<file path="config.mk">
export PLATFORM = sky130hd
export DESIGN_NAME = noise_arb_ctrl_flat
export DESIGN_NICKNAME = d
export VERILOG_FILES = /design/src/rtl/noise_arb_ctrl_if.sv /design/src/rtl/noise_arb_ctrl.sv /design/src/flat_wrapper.sv
export SDC_FILE = /design/constraint.sdc
export NUM_CORES = 1
export LEC_CHECK = 0
export ABC_AREA = 1
export CAP_MARGIN = 20
export CORE_UTILIZATION = 47
export CTS_CLUSTER_SIZE = 16
export DETAILED_ROUTE_END_ITERATION = 10
export HOLD_SLACK_MARGIN = 0.12
export PLACE_DENSITY = 0.79
export SETUP_SLACK_MARGIN = 0.4
export SLEW_MARGIN = 0
export SYNTH_ARGS = -nofsm -noshare
export SYNTH_HDL_FRONTEND = slang
export SYNTH_SLANG_ARGS = --single-unit
</file>
<file path="constraint.sdc">
create_clock -name clk -period 2.35 [get_ports clk]
set_input_delay 0.3525 -clock clk [delete_from_list [all_inputs] [get_ports clk]]
set_output_delay 0.3525 -clock clk [all_outputs]
set_load 0.05 [all_outputs]
</file>
<file path="src/rtl/noise_arb_ctrl_if.sv">
// Bus bundle for noise_arb_ctrl: config/table load path, generator handshake, lane
// request/grant and statistics.
//   master : drives start/stop, cfg_*, gen_valid/gen_noise and req; observes the rest
//   slave  : the controller side (noise_arb_ctrl)
interface noise_arb_ctrl_if #(
    parameter int unsigned NUM_REQ = 4
);
    logic                    start;
    logic                    stop;
    logic                    cfg_we;
    logic [6:0]              cfg_addr;
    logic [63:0]             cfg_data;
    logic                    tbl_we;
    logic [6:0]              tbl_addr;
    logic [63:0]             tbl_data;
    logic                    gen_en;
    logic                    gen_valid;
    logic [7:0]              gen_noise;
    logic [NUM_REQ-1:0]      req;
    logic [NUM_REQ-1:0]      gnt;
    logic [7:0]              noise_out;
    logic                    busy;
    logic                    tbl_loaded;
    logic                    cfg_err;
    logic [16*NUM_REQ-1:0]   grant_cnt;
    logic [15:0]             drop_cnt;

    modport master (
        output start, stop, cfg_we, cfg_addr, cfg_data, gen_valid, gen_noise, req,
        input  tbl_we, tbl_addr, tbl_data, gen_en, gnt, noise_out, busy, tbl_loaded,
               cfg_err, grant_cnt, drop_cnt
    );

    modport slave (
        input  start, stop, cfg_we, cfg_addr, cfg_data, gen_valid, gen_noise, req,
        output tbl_we, tbl_addr, tbl_data, gen_en, gnt, noise_out, busy, tbl_loaded,
               cfg_err, grant_cnt, drop_cnt
    );
endinterface

</file>
<file path="src/rtl/noise_arb_ctrl.sv">
// AWGN noise generator controller and sample arbiter.
// - Forwards CDF table writes to the generator while idle and tracks which of the 128
//   entries have been written (tbl_loaded).
// - Sequences the generator enable through IDLE -> RUN -> DRAIN -> IDLE.
// - Buffers generated samples in a DEPTH-entry FIFO; gen_en is throttled so that more than
//   SKID slots stay free to absorb samples already in the generator pipeline.
// - Hands samples round-robin to NUM_REQ lanes, one registered grant per cycle.
// Ports:
//   clk, rstn : clock and asynchronous active-low reset
//   bus_io    : noise_arb_ctrl_if slave modport carrying all other signals
// Optional feature: define NOISE_ARB_STATS_EN to build the 16-bit saturating per-lane grant
// counters and the dropped-sample counter; otherwise grant_cnt/drop_cnt read as zero.
module noise_arb_ctrl #(
    parameter int unsigned NUM_REQ = 4,
    parameter int unsigned DEPTH   = 8,
    parameter int unsigned SKID    = 2
) (
    input logic             clk,
    input logic             rstn,
    noise_arb_ctrl_if.slave bus_io
);
    localparam int unsigned PtrW = $clog2(DEPTH);
    localparam int unsigned CntW = $clog2(DEPTH + 1);
    localparam int unsigned LgW  = (NUM_REQ > 1) ? $clog2(NUM_REQ) : 1;
    localparam int unsigned SumW = LgW + 1;
    // Wide enough to hold SKID + 1 without wrapping.
    localparam int unsigned DrW  = $clog2(SKID + 2);

    typedef enum logic [1:0] {StIdle, StRun, StDrain} state_e;

    // Control FSM state and registered outputs.
    state_e          state_q;
    logic [DrW-1:0]  drain_cnt_q;
    logic            gen_en_q;
    logic            busy_q;
    logic            cfg_err_q;
    logic            tbl_we_q;
    logic [6:0]      tbl_addr_q;
    logic [63:0]     tbl_data_q;
    logic [127:0]    mask_q;

    // Sample FIFO.
    logic [7:0]      mem_q [DEPTH];
    logic [PtrW-1:0] wr_ptr_q;
    logic [PtrW-1:0] rd_ptr_q;
    logic [CntW-1:0] count_q;

    // Arbiter.
    logic [NUM_REQ-1:0] gnt_q;
    logic [7:0]         noise_q;
    logic [LgW-1:0]     last_q;

    logic               tbl_loaded;
    logic               fifo_full;
    logic               fifo_empty;
    logic               push;
    logic               pop;
    logic [31:0]        free_slots;
    logic               room_ok;
    logic               drain_done;
    logic [LgW-1:0]     win_idx;
    logic [SumW-1:0]    sum_c;

    assign tbl_loaded = &mask_q;
    assign fifo_full  = (count_q == CntW'(DEPTH));
    assign fifo_empty = (count_q == '0);
    assign push       = bus_io.gen_valid && !fifo_full;
    // A sample pushed this cycle is not poppable until next cycle since count_q lags.
    assign pop        = !fifo_empty && (|bus_io.req);
    assign free_slots = 32'(DEPTH) - 32'(count_q);
    assign room_ok    = free_slots > 32'(SKID);
    // drain_cnt_q counts DRAIN cycles already completed; +1 includes the current one.
    assign drain_done = ((drain_cnt_q + DrW'(1)) >= DrW'(SKID)) && fifo_empty;

    // Round-robin pick: scan from last_q+NUM_REQ down to last_q+1 so the nearest
    // requester after the last winner is the one left standing.
    always_comb begin
        win_idx = last_q;
        sum_c   = '0;
        for (int k = int'(NUM_REQ); k >= 1; k--) begin
            sum_c = {1'b0, last_q} + SumW'(k);
            if (sum_c >= SumW'(NUM_REQ)) begin
                sum_c = sum_c - SumW'(NUM_REQ);
            end
            if (bus_io.req[sum_c[LgW-1:0]]) begin
                win_idx = sum_c[LgW-1:0];
            end
        end
    end

    // Control FSM with registered outputs.
    always_ff @(posedge clk or negedge rstn) begin
        if (!rstn) begin
            state_q     <= StIdle;
            drain_cnt_q <= '0;
            gen_en_q    <= 1'b0;
            busy_q      <= 1'b0;
            cfg_err_q   <= 1'b0;
            tbl_we_q    <= 1'b0;
            tbl_addr_q  <= '0;
            tbl_data_q  <= '0;
            mask_q      <= '0;
        end else begin
            tbl_we_q  <= 1'b0;
            cfg_err_q <= 1'b0;
            unique case (state_q)
                StIdle: begin
                    gen_en_q <= 1'b0;
                    if (bus_io.cfg_we) begin
                        tbl_we_q                <= 1'b1;
                        tbl_addr_q              <= bus_io.cfg_addr;
                        tbl_data_q              <= bus_io.cfg_data;
                        mask_q[bus_io.cfg_addr] <= 1'b1;
                    end
                    if (bus_io.start) begin
                        if (tbl_loaded) begin
                            state_q  <= StRun;
                            busy_q   <= 1'b1;
                            gen_en_q <= room_ok;
                        end else begin
                            cfg_err_q <= 1'b1;
                        end
                    end
                end
                StRun: begin
                    if (bus_io.cfg_we) begin
                        cfg_err_q <= 1'b1;
                    end
                    // stop wins over a simultaneous start; start is ignored here anyway.
                    if (bus_io.stop) begin
                        state_q     <= StDrain;
                        gen_en_q    <= 1'b0;
                        drain_cnt_q <= '0;
                    end else begin
                        gen_en_q <= room_ok;
                    end
                end
                StDrain: begin
                    gen_en_q <= 1'b0;
                    if (bus_io.cfg_we) begin
                        cfg_err_q <= 1'b1;
                    end
                    if (drain_done) begin
                        state_q <= StIdle;
                        busy_q  <= 1'b0;
                    end else if (drain_cnt_q != DrW'(SKID)) begin
                        drain_cnt_q <= drain_cnt_q + DrW'(1);
                    end
                end
                default: begin
                    state_q  <= StIdle;
                    busy_q   <= 1'b0;
                    gen_en_q <= 1'b0;
                end
            endcase
        end
    end

    // FIFO storage and registered grant.
    always_ff @(posedge clk or negedge rstn) begin
        if (!rstn) begin
            for (int unsigned i = 0; i < DEPTH; i++) begin
                mem_q[i] <= '0;
            end
            wr_ptr_q <= '0;
            rd_ptr_q <= '0;
            count_q  <= '0;
            gnt_q    <= '0;
            noise_q  <= '0;
            last_q   <= LgW'(NUM_REQ - 1);
        end else begin
            if (push) begin
                mem_q[wr_ptr_q] <= bus_io.gen_noise;
                wr_ptr_q        <= wr_ptr_q + PtrW'(1);
            end
            if (pop) begin
                rd_ptr_q <= rd_ptr_q + PtrW'(1);
                noise_q  <= mem_q[rd_ptr_q];
                gnt_q    <= NUM_REQ'(1) << win_idx;
                last_q   <= win_idx;
            end else begin
                gnt_q <= '0;
            end
            unique case ({push, pop})
                2'b10:   count_q <= count_q + CntW'(1);
                2'b01:   count_q <= count_q - CntW'(1);
                default: count_q <= count_q;
            endcase
        end
    end

`ifdef NOISE_ARB_STATS_EN
    logic [15:0] grant_cnt_q [NUM_REQ];
    logic [15:0] drop_cnt_q;
    logic        drop;

    assign drop = bus_io.gen_valid && fifo_full;

    // Counters move on the same edge that registers the grant or loses the sample.
    always_ff @(posedge clk or negedge rstn) begin
        if (!rstn) begin
            for (int unsigned i = 0; i < NUM_REQ; i++) begin
                grant_cnt_q[i] <= '0;
            end
            drop_cnt_q <= '0;
        end else begin
            for (int unsigned i = 0; i < NUM_REQ; i++) begin
                if (pop && (win_idx == LgW'(i)) && (grant_cnt_q[i] != 16'hFFFF)) begin
                    grant_cnt_q[i] <= grant_cnt_q[i] + 16'd1;
                end
            end
            if (drop && (drop_cnt_q != 16'hFFFF)) begin
                drop_cnt_q <= drop_cnt_q + 16'd1;
            end
        end
    end

    for (genvar g = 0; g < NUM_REQ; g++) begin : g_gcnt
        assign bus_io.grant_cnt[16*g +: 16] = grant_cnt_q[g];
    end
    assign bus_io.drop_cnt = drop_cnt_q;
`else
    assign bus_io.grant_cnt = '0;
    assign bus_io.drop_cnt  = '0;
`endif

    assign bus_io.tbl_we     = tbl_we_q;
    assign bus_io.tbl_addr   = tbl_addr_q;
    assign bus_io.tbl_data   = tbl_data_q;
    assign bus_io.gen_en     = gen_en_q;
    assign bus_io.gnt        = gnt_q;
    assign bus_io.noise_out  = noise_q;
    assign bus_io.busy       = busy_q;
    assign bus_io.tbl_loaded = tbl_loaded;
    assign bus_io.cfg_err    = cfg_err_q;
endmodule

</file>
<file path="src/flat_wrapper.sv">
// flat-port wrapper written by rule: the top's interface ports become plain ports
module noise_arb_ctrl_flat 
#(
    parameter int unsigned NUM_REQ = 4,
    parameter int unsigned DEPTH   = 8,
    parameter int unsigned SKID    = 2
)
  (clk, rstn, bus_io_start, bus_io_stop, bus_io_cfg_we, bus_io_cfg_addr, bus_io_cfg_data, bus_io_gen_valid, bus_io_gen_noise, bus_io_req, bus_io_tbl_we, bus_io_tbl_addr, bus_io_tbl_data, bus_io_gen_en, bus_io_gnt, bus_io_noise_out, bus_io_busy, bus_io_tbl_loaded, bus_io_cfg_err, bus_io_grant_cnt, bus_io_drop_cnt);
  noise_arb_ctrl_if #(.NUM_REQ(NUM_REQ)) bus_io_i ();
  input logic clk;
  input logic rstn;
  input wire logic [$bits(bus_io_i.start)-1:0] bus_io_start;
  input wire logic [$bits(bus_io_i.stop)-1:0] bus_io_stop;
  input wire logic [$bits(bus_io_i.cfg_we)-1:0] bus_io_cfg_we;
  input wire logic [$bits(bus_io_i.cfg_addr)-1:0] bus_io_cfg_addr;
  input wire logic [$bits(bus_io_i.cfg_data)-1:0] bus_io_cfg_data;
  input wire logic [$bits(bus_io_i.gen_valid)-1:0] bus_io_gen_valid;
  input wire logic [$bits(bus_io_i.gen_noise)-1:0] bus_io_gen_noise;
  input wire logic [$bits(bus_io_i.req)-1:0] bus_io_req;
  output wire logic [$bits(bus_io_i.tbl_we)-1:0] bus_io_tbl_we;
  output wire logic [$bits(bus_io_i.tbl_addr)-1:0] bus_io_tbl_addr;
  output wire logic [$bits(bus_io_i.tbl_data)-1:0] bus_io_tbl_data;
  output wire logic [$bits(bus_io_i.gen_en)-1:0] bus_io_gen_en;
  output wire logic [$bits(bus_io_i.gnt)-1:0] bus_io_gnt;
  output wire logic [$bits(bus_io_i.noise_out)-1:0] bus_io_noise_out;
  output wire logic [$bits(bus_io_i.busy)-1:0] bus_io_busy;
  output wire logic [$bits(bus_io_i.tbl_loaded)-1:0] bus_io_tbl_loaded;
  output wire logic [$bits(bus_io_i.cfg_err)-1:0] bus_io_cfg_err;
  output wire logic [$bits(bus_io_i.grant_cnt)-1:0] bus_io_grant_cnt;
  output wire logic [$bits(bus_io_i.drop_cnt)-1:0] bus_io_drop_cnt;
  assign bus_io_i.start = bus_io_start;
  assign bus_io_i.stop = bus_io_stop;
  assign bus_io_i.cfg_we = bus_io_cfg_we;
  assign bus_io_i.cfg_addr = bus_io_cfg_addr;
  assign bus_io_i.cfg_data = bus_io_cfg_data;
  assign bus_io_i.gen_valid = bus_io_gen_valid;
  assign bus_io_i.gen_noise = bus_io_gen_noise;
  assign bus_io_i.req = bus_io_req;
  assign bus_io_tbl_we = bus_io_i.tbl_we;
  assign bus_io_tbl_addr = bus_io_i.tbl_addr;
  assign bus_io_tbl_data = bus_io_i.tbl_data;
  assign bus_io_gen_en = bus_io_i.gen_en;
  assign bus_io_gnt = bus_io_i.gnt;
  assign bus_io_noise_out = bus_io_i.noise_out;
  assign bus_io_busy = bus_io_i.busy;
  assign bus_io_tbl_loaded = bus_io_i.tbl_loaded;
  assign bus_io_cfg_err = bus_io_i.cfg_err;
  assign bus_io_grant_cnt = bus_io_i.grant_cnt;
  assign bus_io_drop_cnt = bus_io_i.drop_cnt;
  noise_arb_ctrl #(.NUM_REQ(NUM_REQ), .DEPTH(DEPTH), .SKID(SKID)) u_core (.clk(clk), .rstn(rstn), .bus_io(bus_io_i));
endmodule
</file>
Word level (Yosys, flattened, before mapping)
Index checks and enable logic that the tools add are counted.
{ "op_classes": {"addsub": 14, "magnitude_cmp": 15, "eq_ne": 12, "n_shift": 1, "muxes": 48, "n_bitwise": 4, "reduce_logical": 18} }
{ "op_table": {"columns": ["op", "n"], "rows": [
  ["bitwise OR 128 bit", 1],
  ["AND reduction 128 bit", 1],
  ["bitwise mux 64 bit", 1],
  ["> comparator 32 x 2 -> 1 bit (second input constant)", 1],
  ["2-to-1 mux 2 bit", 15],
  ["binary-select mux 8 bit (select 3 bit)", 1],
  ["demux 8 bit (select 3 bit)", 1],
  ["2-to-1 mux 8 bit", 3],
  ["2-to-1 mux 1 bit", 15],
  [">= comparator 3 bit (second input constant)", 4],
  ["less-than comparator 2 x 3 -> 1 bit (second input constant)", 4],
  ["AND reduction 4 bit", 3],
  ["!= test 2 bit (second input constant)", 5],
  ["binary-select mux 1 bit (select 2 bit)", 4],
  [">= comparator 4 bit (second input constant)", 2],
  ["less-than comparator 7 x 8 -> 1 bit (second input constant)", 1],
  ["inverter 3 -> 4 bit", 2],
  ["one-hot mux 4 bit (2 select lines)", 1],
  ["subtractor 2 x 1 -> 2 bit (second input constant)", 4],
  ["demux 1 bit (select 7 bit)", 1],
  [">= comparator 7 x 1 -> 1 bit (second input constant)", 1],
  ["adder 2 x 2 -> 3 bit (second input constant)", 2],
  ["adder 3 x 1 -> 3 bit (second input constant)", 2],
  ["one-hot mux 2 bit (3 select lines)", 1],
  ["26 further kinds", 36]
]} }
{ "word_totals": {"reg_bits": 295, "out_inout_bits": 168} }

Depth between registers and ports, before layout
{ "logic_depth": {"word_depth": 11, "ltp_mapped": 15} }

Worst setup path before layout
OpenSTA, ideal clock, no wires.
{ "synth_timing": {"kind": "register to register", "from": "register u_core.count_q[0]", "to": "register u_core.count_q[3]", "setup_ns": 0.122, "t_arrival_ns": 2.401, "required_time_ns": 2.228, "path_slack_ns": -0.173, "path_stages_with_launch": 16, "n_path_buf": 1, "period_less_slack_ns": 2.523, "path_cell_list": "dfrtp_1 > inv_1 > ha_1 > nand3_1 > nand2_1 > inv_1 > buf_2 > ha_1 > ha_1 > nand2_1 > nor2_1 > a211oi_1 > nor2_1 > nor2_1 > nand2_1 > xor2_1"} }
{ "synth_via": {"elab_chain_cells": 5, "word_cells_on_any_way": 12, "cone_classes": "add/sub: 2; eq/ne: 3; mux: 1; reduce/logical: 6"} }
{ "synth_rtl": {"columns": ["element", "line_no", "text"], "rows": [
  ["start: declaration", "noise_arb_ctrl.sv:46", "logic [CntW-1:0] count_q;"],
  ["start signal: assignment", "noise_arb_ctrl.sv:185", "2'b10: count_q <= count_q + CntW'(1);"],
  ["start signal: assignment", "noise_arb_ctrl.sv:186", "2'b01: count_q <= count_q - CntW'(1);"],
  ["start signal: assignment", "noise_arb_ctrl.sv:187", "default: count_q <= count_q;"],
  ["zero test 4 bit *", "noise_arb_ctrl.sv:66", "assign fifo_empty = (count_q == '0);"],
  ["zero test 1 bit *", "noise_arb_ctrl.sv:69", "assign pop = !fifo_empty && (|bus_io.req);"],
  ["logical AND 1 bit *", "noise_arb_ctrl.sv:69", null],
  ["via u_core.pop", "noise_arb_ctrl.sv:57", "logic pop;"],
  ["== test 2 x 1 -> 1 bit / == test 2 bit (equally long branches)", "noise_arb_ctrl.sv:184", "unique case ({push, pop})"],
  ["one-hot mux 4 bit (2 select lines) / nonzero test 2 bit (equally long branches)", null, null]
]} }
Mark *: on every way through the listed nets, which the timed path passes. The rest lies on a longest branch.
A chain may end at the register's enable or synchronous reset.

Worst setup path after layout
{ "layout_timing": {"from": "register u_core.mask_q[56]", "to": "output bus_io_tbl_loaded"} }
{ "layout_via": {"elab_chain_cells": 1} }
{ "layout_rtl": {"columns": ["element", "line_no", "text"], "rows": [
  ["start: declaration", "noise_arb_ctrl.sv:40", "logic [127:0] mask_q;"],
  ["start signal: assignment", "noise_arb_ctrl.sv:102", "mask_q <= '0;"],
  ["start signal: indexed assignment", "noise_arb_ctrl.sv:113", "mask_q[bus_io.cfg_addr] <= 1'b1;"],
  ["AND reduction 128 bit", "noise_arb_ctrl.sv:64", "assign tbl_loaded = &mask_q;"],
  ["end: declaration", "flat_wrapper.sv:27", "output wire logic [$bits(bus_io_i.tbl_loaded)-1:0] bus_io_tbl_loaded;"]
]} }
No other way between the ends.

==> metrics <==
share of the synthesized area in the top cell type 57.9%; CTS H-Tree Depth 1; CP peak stage delay 0.36 ns; Final setup viols 0; arrival time worst endpoint 1.80 ns; synth unique cells 36; period utilisation layout 91.4%; Clock Power Share 30.1%; Switching Fraction 34.8%; GRT Total Usage 21.8%; main area contributors after synthesis dfrtp_1 58%, nand2_1 13%, o21bai_1 7.5%; worst hold path type in2reg; Nets 1661; CP required 2.00 ns; Finished Core Util 60.6%; Int Power 11.2 mW; post-synth top area cell dfrtp_1; Routed WL 29800 um; DRC errors left 12; worst vdd ir 0.594 mV; most used flip-flop cell after synthesis dfrtp_1; Peak Freq 466 MHz; Initial Util 48.2%; clk_lat worst skew 0.55 ns; clock-pin slew on the worst setup and hold paths 0.06 ns; sequential share of the synthesized area 58.3%; Critical-path top delay cell dfrtp_1; CP startpoint kind flop; failing checks DRC; Port Buffer Count 176; area grow syn2layout 25.6%; Syn Inst Count 1347; worst slew pin tran 0.674 ns; GPL Wtd Cong 0.832; CTS tree yes; cell mode on critical path nand2_1; Inserted Clock Buffers 31; Core Region 0.0263 mm^2; crit end category output port; delay-heaviest family, CP simple AND/OR/NAND/NOR gates; Leak Pwr 7.64 nW; Clock Root Buffer clkbuf_16; vias per inst 5.00; Rel. slew slack 55.0%; number of enable flip-flop cells after synthesis 0; n_diodes 0; share of layout cells above drive strength 1 8.97%; DP Area 0.0148 mm^2; Setup Skew 0.0190 ns; antenna violations before repair 0; average wire per standard cell 15.5 um; io pins 257; initial DRC count 805; largest net degree at the start of global routing 71; Site Rows 59; total clock sinks 295; Die Ht 166 um; Comb pwr share 29.4%; CP Max Fanout 4; Max Slew Vio Count 0; cell area after layout 0.0159 mm^2; Yosys warnings 0; MaxCap Viol Count 0; die width 166 um; CTS Buffer Depth 3; Reg power frac 40.4%; Fin. Hold Viols 0; Initial DRT Pass Iterations 8; sw power 5.98 mW; Final min period 2.15 ns; worst path bufs/invs 2; PwrDens 1080 mW/mm^2; post-route ant nets 0; Vias 9596; critical-path cell list nand2_1 > nor2_1 > nand2_1 > nor2_2 > nand2_1 > nor2_4 > nand2_4 > inv_4 > buf_12; Netlist Area Pre-Place 0.0127 mm^2; run status finished with violations; CP Class reg2out; global-route wire length before repair 49300 um; Synth Area per Inst 9.40 um^2; RSZ-0062 raised after global routing yes; vias in the first global route 9687; DP HPWL 19500 um; async set-reset flop share out of synthesis 100%; Die ar. 0.0276 mm^2; worst hold slack 0.333 ns; GR Overflow Total 0; Final Power 17.2 mW; Yosys reg bits 295
[per-layer routing]
layer,part of all wire [%],wire [um],track usage (%),vias to the layer above
met5,0,0,0,-
met4,3.0,903,6.91,0
met3,4.7,1400,3.60,68
met2,49,14700,37.0,276
met1,43,12800,28.5,4629
li1,-,-,-,4623
[state kept, by name, summed over array words and instances (netlist names)]
signal                   cells
u_core.bus_io.tbl_addr       7
u_core.mask_q              128
u_core.mem_q                64
u_core.bus_io.tbl_we         1
u_core.wr_ptr_q              3
u_core.drain_cnt_q           2
u_core.bus_io.cfg_err        1
u_core.bus_io.tbl_data      64
u_core.rd_ptr_q              3
u_core.count_q               4
u_core.last_q                2
u_core.bus_io.gnt            4
u_core.bus_io.busy           1
u_core.bus_io.noise_out      8
u_core.state_q               2
u_core.bus_io.gen_en         1
[final timing paths]
check	slack (ns)	cells past startpoint	to	from
worst max-delay path	0.20	9	bus_io_tbl_loaded	u_core.mask_q[56]
worst max register to register	0.30	14	u_core.count_q[3]	u_core.count_q[0]
max in group asynchronous	1.28	3	u_core.bus_io.tbl_data[30]	rstn
worst min register to register	0.46	2	u_core.mask_q[127]	u_core.mask_q[127]
worst min-delay path	0.33	3	u_core.bus_io.tbl_data[56]	bus_io_cfg_data[56]
min in group asynchronous	0.36	2	u_core.mask_q[14]	rstn
[synth_stat cells, drive strengths merged, types with 7 or more instances]
library cell	n
o21bai	127
o221ai	8
nand2	439
o21ai	112
ha	12
clkbuf	18
nand3	15
nor2	99
buf	108
inv	55
dfrtp	293
o211ai	8
a21oi	21
nand4	7
[cell usage in the layout (no fill, tap or decap), drive strengths merged, types with 43 or more instances in the layout]
cell type,count
buf,51
clkbuf,43
clkdlybuf4s50,87
conb,80
dfrtp,293
dlygate4sd2,87
inv,56
nand2,439
nor2,99
o21ai,112
o21bai,127
[cell type report]
type | count | area [um^2]
Sequential cell | 295 | 7390
Timing Repair Buffer | 226 | 2130
Multi-Input combinational cell | 949 | 4670
Inverter | 56 | 213
Fill cell | 2164 | 10400
Clock buffer | 43 | 891
Tap cell | 335 | 419
Clock inverter | 14 | 199
[through the flow]
stage          cells  setup WS, ns  setup TNS (ns)
2_1_floorplan   1426         0.179               0
3_3_place_gp    1847       -0.0264         -0.0264
3_5_place_dp    1847       -0.0481         -0.0481
4_1_cts         1914         0.151               0
5_1_grt         1918        0.0444               0
6_report        1918         0.202               0
[worst reg2reg max path, cell delays in order (launching register included)]
cell and delay (ns):
dfrtp_1 0.40, inv_2 0.10, ha_4 0.17, nand3_2 0.08, nand2_2 0.09, inv_2 0.05, ha_4 0.18, ha_4 0.29
nand2_2 0.05, nor2_2 0.10, a211oi_2 0.05, buf_4 0.13, nand2_1 0.05, nand2_1 0.06, xor2_1 0.13
[power by group through the flow]
stage          combinational (mW)  sequential [mW]  clock (mW)
2_1_floorplan                2.99             7.50           0
3_3_place_gp                 4.82             6.97           0
3_5_place_dp                 4.99             7.01           0
4_1_cts                      4.99             6.93        5.26
5_1_grt                      5.60             7.07        5.50
6_report                     5.05             6.94        5.17
[timing repair]
item / in CTS / in global routing
pin swaps: 12 / 10
gates resized for setup: 95 / 14
hold buffers: 1 / 0
setup buffers: 9 / 4
endpoints found under the setup margin: 90 / 97
hold endpoints to repair: 57 / 0
[cell families after synthesis]
logic type,share of synthesized area [%]
and+or+nand+nor,17.6
DFF,58.3
AOI/OAI and AO/OA,14.1
buffers and inverters,8.13
adders and majority gates,1.34
xor gates and xnor gates,0.553
other,0.0296
(Power assumes the default switching activity.)
